===== src/rtl/stopwatch_time_ctrl.sv =====
// stopwatch_time_ctrl: centisecond timebase and mm:ss.cc counter with lap hold for the stopwatch display
// Ports:
//   clk        - system clock, rising edge
//   reset_n    - asynchronous active-low reset
//   i_run      - level, 1 = time advances
//   i_clear    - level, 1 = hold counters at zero
//   i_lap      - 1-cycle pulse, toggles lap hold in RUN/LAP
//   o_csec     - displayed centiseconds 0..99
//   o_sec      - displayed seconds 0..59
//   o_min      - displayed minutes 0..59
//   o_tick     - 1-cycle pulse on every counted centisecond
//   o_lap_hold - display frozen at captured lap time
//   o_wrap     - 1-cycle pulse after 59:59.99 -> 00:00.00
module stopwatch_time_ctrl #(
    parameter int CLK_HZ  = 100_000_000,
    parameter int TICK_HZ = 100
) (
    input  logic       clk,
    input  logic       reset_n,
    input  logic       i_run,
    input  logic       i_clear,
    input  logic       i_lap,
    output logic [6:0] o_csec,
    output logic [5:0] o_sec,
    output logic [5:0] o_min,
    output logic       o_tick,
    output logic       o_lap_hold,
    output logic       o_wrap
);
    localparam int DIV = CLK_HZ / TICK_HZ;
    localparam int PW  = (DIV > 2) ? $clog2(DIV) : 1;

    typedef enum logic [1:0] {ZERO = 2'b00, RUN = 2'b01, PAUSE = 2'b10, LAP = 2'b11} state_t;

    state_t        state, nxt;
    logic [PW-1:0] presc;
    logic [6:0]    live_csec, lap_csec;
    logic [5:0]    live_sec, live_min, lap_sec, lap_min;
    logic          counting, tick, roll_c, roll_s, roll_m;

    always_comb begin
        nxt = ZERO;
        case (state)
            ZERO:    nxt = (!i_clear && i_run) ? RUN : ZERO;
            RUN:     nxt = i_clear ? ZERO : !i_run ? PAUSE : i_lap ? LAP : RUN;
            LAP:     nxt = i_clear ? ZERO : !i_run ? PAUSE : i_lap ? RUN : LAP;
            PAUSE:   nxt = i_clear ? ZERO : i_run ? RUN : PAUSE;
            default: nxt = ZERO;
        endcase
    end

    assign counting = (state == RUN) || (state == LAP);
    assign tick     = counting && (presc == PW'(DIV - 1));
    assign roll_c   = live_csec == 7'd99;
    assign roll_s   = live_sec == 6'd59;
    assign roll_m   = live_min == 6'd59;

    always_ff @(posedge clk or negedge reset_n) begin
        if (!reset_n) begin
            state     <= ZERO;
            presc     <= '0;
            live_csec <= '0;
            live_sec  <= '0;
            live_min  <= '0;
            lap_csec  <= '0;
            lap_sec   <= '0;
            lap_min   <= '0;
            o_wrap    <= 1'b0;
        end else begin
            state  <= nxt;
            o_wrap <= 1'b0;
            if (nxt == ZERO) begin
                presc     <= '0;
                live_csec <= '0;
                live_sec  <= '0;
                live_min  <= '0;
                lap_csec  <= '0;
                lap_sec   <= '0;
                lap_min   <= '0;
            end else begin
                // PAUSE keeps the partial period so a resume finishes it
                if (counting)
                    presc <= tick ? '0 : presc + 1'b1;
                if (tick) begin
                    live_csec <= roll_c ? 7'd0 : live_csec + 7'd1;
                    if (roll_c) begin
                        live_sec <= roll_s ? 6'd0 : live_sec + 6'd1;
                        if (roll_s)
                            live_min <= roll_m ? 6'd0 : live_min + 6'd1;
                    end
                    o_wrap <= roll_c && roll_s && roll_m;
                end
                // capture uses the pre-increment value when a tick lands on the same edge
                if (state == RUN && nxt == LAP) begin
                    lap_csec <= live_csec;
                    lap_sec  <= live_sec;
                    lap_min  <= live_min;
                end
            end
        end
    end

    assign o_tick     = tick;
    assign o_lap_hold = state == LAP;
    assign o_csec     = o_lap_hold ? lap_csec : live_csec;
    assign o_sec      = o_lap_hold ? lap_sec : live_sec;
    assign o_min      = o_lap_hold ? lap_min : live_min;
endmodule


===== config.mk =====
export PLATFORM = sky130hd
export DESIGN_NAME = stopwatch_time_ctrl
export DESIGN_NICKNAME = d
export VERILOG_FILES = /design/src/rtl/stopwatch_time_ctrl.sv
export SDC_FILE = /design/constraint.sdc
export NUM_CORES = 1
export LEC_CHECK = 0
export CORE_ASPECT_RATIO = 1.4
export CORE_MARGIN = 2
export CORE_UTILIZATION = 57
export CTS_CLUSTER_SIZE = 20
export DETAILED_ROUTE_END_ITERATION = 6
export DONT_BUFFER_PORTS = 1
export GPL_TIMING_DRIVEN = 0
export HOLD_SLACK_MARGIN = 0.08
export PLACE_DENSITY = 0.86
export SYNTH_ARGS = -nofsm -noshare
export SYNTH_HDL_FRONTEND = slang
export SYNTH_SLANG_ARGS = --single-unit

===== constraint.sdc =====
create_clock -name clk -period 2.15 [get_ports clk]
set_input_delay 0.1075 -clock clk [delete_from_list [all_inputs] [get_ports clk]]
set_output_delay 0.1075 -clock clk [all_outputs]
set_load 0.05 [all_outputs]

== After elaboration in Yosys (flattened, before gate mapping) ==
Cells that the tools add are included.

* Eq/ne operators: 8
* $add $sub $neg: 4
* Reductions and logical operators: 16
* Multiplexer cells: 36

{| class="wikitable"
|+ Operators with widths
! kind !! count
|-
| 2-to-1 mux 6 bit || 15
|-
| 2-to-1 mux 20 bit || 3
|-
| 2-to-1 mux 7 bit || 6
|-
| adder 20 x 1 -> 20 bit, second input constant || 1
|-
| equality test 20 bit, second input constant || 1
|-
| 2-to-1 mux 2 bit || 8
|-
| adder 6 x 1 -> 6 bit, second input constant || 2
|-
| equality test 6 bit, second input constant || 2
|-
| nonzero test 2 bit || 5
|-
| case mux 2 bit (4 select lines) || 1
|-
| adder 7 x 1 -> 7 bit, second input constant || 1
|-
| equality test 7 bit, second input constant || 1
|-
| equality test 2 bit, second input constant || 3
|-
| logical AND 1 bit || 5
|-
| logical NOT 2 bit || 2
|-
| 2-to-1 mux 1 bit || 3
|-
| AND reduction 3 bit || 1
|-
| equality test 2 x 1 -> 1 bit, second input constant || 1
|-
| AND reduction 2 bit || 1
|-
| logical NOT 1 bit || 1
|-
| logical OR 1 bit || 1
|}

* Word-level logic and storage cells: 73
* Output and inout port bits: 22
* Bits of input ports: 5
* Register bits: 61

== Longest topological paths before layout ==
* Depth in word-level cells: 8
* Mapped depth: 8
* Gate-level depth less buffers: 6

== Worst setup path before layout ==
OpenSTA, ideal clock, no wires.

* Kind: register to register
* From: register presc[11]
* To: register live_min[3]
* Stages on the path, launching flop included: 7
* Period minus slack after synthesis: 2.146 ns
* Setup slack: 0.004 ns
* Setup time: 0.078 ns
* Data required time: 2.072 ns
* Data arrival time: 2.068 ns
* Path buffers: 1
* Path through: dfrtp_1 > or4b_4 > nor4_4 > nand4_1 > buf_2 > or3_1 > a21oi_1

* Word-level cells in the longest chain between the ends: 4

{| class="wikitable"
|+ RTL lines
! what !! RTL line !! source
|-
| start: declaration || 36 || <nowiki>logic [PW-1:0] presc;</nowiki>
|-
| start signal: assignment || 83 || <nowiki>presc <= tick ? '0 : presc + 1'b1;</nowiki>
|-
| equality test 20 bit || 53 || <nowiki>assign tick = counting && (presc == PW'(DIV - 1));</nowiki>
|-
| logical AND 1 bit || 53 ||
|-
| nonzero test 2 bit (no source line) || - ||
|-
| AND reduction 3 bit (no source line) || - ||
|-
| end signal: assignment || 89 || <nowiki>live_min <= roll_m ? 6'd0 : live_min + 6'd1;</nowiki>
|-
| end: declaration || 38 || <nowiki>logic [5:0] live_sec, live_min, lap_sec, lap_min;</nowiki>
|}

Every way passes these cells.
A chain may end at the register's enable or synchronous reset.

== Worst setup path in the final report ==
* From: register presc[12]
* To: register live_min[2]

Same word-level chain as after synthesis.

==> impl_metrics.yaml <==
power_and_ir_drop:
  clkPwrFrac_pct: 47.9
  seq_power_share_pct: 47.6
  powerDensity_mw_per_mm2: 639
  switching_share_pct: 23.1
  p_switching_uw: 561
  comb_power_share_pct: 4.5
  p_leak_uw: 0.00160
  ir_worst_vdd_mv: 0.413
  internal-power_uw: 1860
cts:
  worstSkewPairLatency_ns: 0.36
  cts-root-buf: "clkbuf_8"
  h-tree-depth: 3
  cts_buffer_depth: 2
  cts_num_sinks: 61
  tritoncts: "done"
  clkTransAtPathRegs_ns: 0.07
  numCtsBuffers: 9
placed_design:
  gp_congestion: 0.880
  io_buffers: 0
  hpwlAfterDp_um: 4680
  place_ws_ns: -0.356
  dpl_cell_area_mm2: 0.00327
floorplanning:
  initial_utilization_pct: 58.4
  num_rows: 32
  die_y_um: 92.4
  die-area_mm2: 0.00620
  chipWidth_um: 67.1
  coreArea_mm2: 0.00545
  pin_count: 27
critical_path:
  critPathKind: "reg -> reg"
  startpoint_type: "flip-flop"
  critPathArrivalTime_ns: 2.59
  endpoint_kind: "flip-flop"
  cp.required_ns: 2.41
  cp_max_fo: 3
timing:
  rsz0062_at_grt: "yes"
  min_period_ns: 2.33
  worstMarginPinSlew_ns: 0.732
  setup_viol: 7
  fin_crit_sh_pct: 108
  fin_tns_setup_ns: -0.533
  whs_ns: 0.193
  fin_skew_ns: 0.0104
  layout_setup_ws_ns: -0.181
  finalMaxSlewViolations: 0
  fmax_ghz: 0.429
  slew_headroom_pct: 51.1
  final_hold_viol_count: 0
yosys:
  seq_area_frac_synth_pct: 48.0
  synth-edff-count: 0
  synth-seq-cells: 61
  synth_top_cell_area_share_pct: 48.0
  yosysWarnings: 0
  synth-main-ff-cell: "dfrtp_1"
  yosysMostFrequentCell: "dfrtp_1"
  netlist_area_mm2: 0.00318
  synth_top_area_cell: "dfrtp_1"
  async_reset_ff_share_pct: 100
  synth_area_per_cell_um2: 10.2
  ys_types: 45
  synth_top_cells_by_area: "dfrtp_1, mux2_2, a22o_1"
  synth_commonest_cells: "dfrtp_1, nor2_1, nand2_1, mux2_2, a22o_1"
  synth_fp_nets: 322
  netlist_instances: 313
run:
  maxCapViolCount: 0
global_route:
  grt_pass1_wl_um: 12400
  use_met3_pct: 7.65
  grtUsageMet1_pct: 31.1
  overflow: 0
  grt_usage_pct: 26.6
  grt_max_degree: 62
  grt_antenna_before_repair: 0
  grt.busiest_layer: "met2"
  grt_pass1_vias: 2621
  met2_usage_pct: 43.4
drt:
  viasPerCell: 6.36
  vias: 2638
  drt-initial-drc-count: 233
  drt_pre_antenna_iters: 6
  finalWirelength_um: 7820
  drc: 0
  drtAntennaViolNets: 0
  wire_per_inst_um: 18.8
layout:
  nets: 351
  antenna_cells: 0
  area_delta_synth_final_pct: 19.2
  drive_gt1_share_pct: 26.8
  final_area_mm2: 0.00379
  utilization_pct: 69.6
run_status:
  violations: "setup timing"
  status: "finished, violations left"
hold_path:
  hp-class: "in -> reg"
[cell type report]
class,instances,area (um^2)
Clock buffer,10,138
Inverter,6,26.3
Timing Repair Buffer,19,173
Buffer,13,76.3
Fill cell,396,1660
Clock inverter,6,86.3
Tap cell,68,85.1
Sequential cell,61,1530
Multi-Input combinational cell,232,1680
[layer usage]
| layer | vias to the layer above | share of wire [%] |
|---|---|---|
| met2 | 98 | 55 |
| li1 | 1201 | - |
| met4 | 0 | 2.6 |
| met5 | - | 0 |
| met3 | 19 | 5.2 |
| met1 | 1320 | 38 |
[state kept, by name, summed over array words and instances (netlist names)]
name,cells
live_min,6
lap_sec,6
live_csec,7
o_wrap,1
lap_min,6
presc,20
lap_csec,7
state,2
live_sec,6
[cell usage in the layout (no fill, tap or decap), types with 5 or more instances in the layout]
master / n
nor2_1: 32
clkbuf_1: 6
buf_4: 13
xnor2_1: 8
nand4_1: 6
nand3_1: 14
nor3_1: 6
dfrtp_1: 60
mux2_2: 19
inv_1: 5
a21oi_1: 8
or2_2: 7
xor2_1: 10
o21ai_0: 7
mux2i_1: 7
a21oi_2: 6
clkbuf_8: 10
a22o_1: 16
nand2_1: 23
[critical path, stage by stage (launching register included)]
cell and delay (ns):
dfrtp_1 0.38, or4b_4 0.55, nor4_4 0.31, buf_4 0.18
nand4_1 0.12, or4_1 0.46, a21oi_1 0.23
[path summary, 6_finish.rpt]
| kind | end | depth (start not counted) | slack (ns) | start |
|---|---|---|---|---|
| max in group asynchronous | state[1]$_DFF_PN0_ | 2 | 1.60 | reset_n |
| hold reg to reg | lap_csec[4]$_DFFE_PN0P_ | 1 | 0.50 | lap_csec[4]$_DFFE_PN0P_ |
| setup / recovery | live_min[2]$_DFFE_PN0P_ | 6 | -0.18 | presc[12]$_DFFE_PN0P_ |
| hold / removal | live_sec[5]$_DFFE_PN0P_ | 3 | 0.19 | i_clear |
| setup reg to reg | live_min[2]$_DFFE_PN0P_ | 6 | -0.18 | presc[12]$_DFFE_PN0P_ |
| min in group asynchronous | lap_csec[1]$_DFFE_PN0P_ | 2 | 0.28 | reset_n |
[per-stage QoR]
step	power, uW	cells
after floorplan	1230	313
after global placement	1240	381
after detailed placement	1250	382
after CTS	2430	413
after global routing	2500	415
final	2420	415
[repair_timing]
action | 4_1_cts | 5_1_grt
hold buffers | 5 | 0
endpoints found under the hold margin | 66 | 0
gates resized for setup | 14 | 31
endpoints found under the setup margin | 54 | 43
setup buffers | 10 | 3
pin swaps | 8 | 6
[power by group through the flow]
| stage | Combinational (uW) | Clock [uW] | Sequential [uW] |
|---|---|---|---|
| finish | 108 | 1160 | 1150 |
| global placement | 68.1 | 0 | 1180 |
| floorplan | 52.1 | 0 | 1170 |
| detailed placement | 69.8 | 0 | 1180 |
| global route | 121 | 1230 | 1150 |
| CTS | 107 | 1170 | 1150 |
[cell families (layout without fill, tap and decap cells)]
group                    count (synthesis)  after routing  synth area share [%]
AND/OR/NAND/NOR                        129            129                  21.6
adder cells (fa/ha/maj)                  4              4                  1.57
XOR/XNOR                                18             18                  4.96
AO/OA/AOI/OAI                           55             55                  12.2
multiplexers                            26             26                  8.94
flip-flops                              61             61                  48.0
buffers and inverters                   20             54                  2.68
Power figures use the tool's default switching activity.
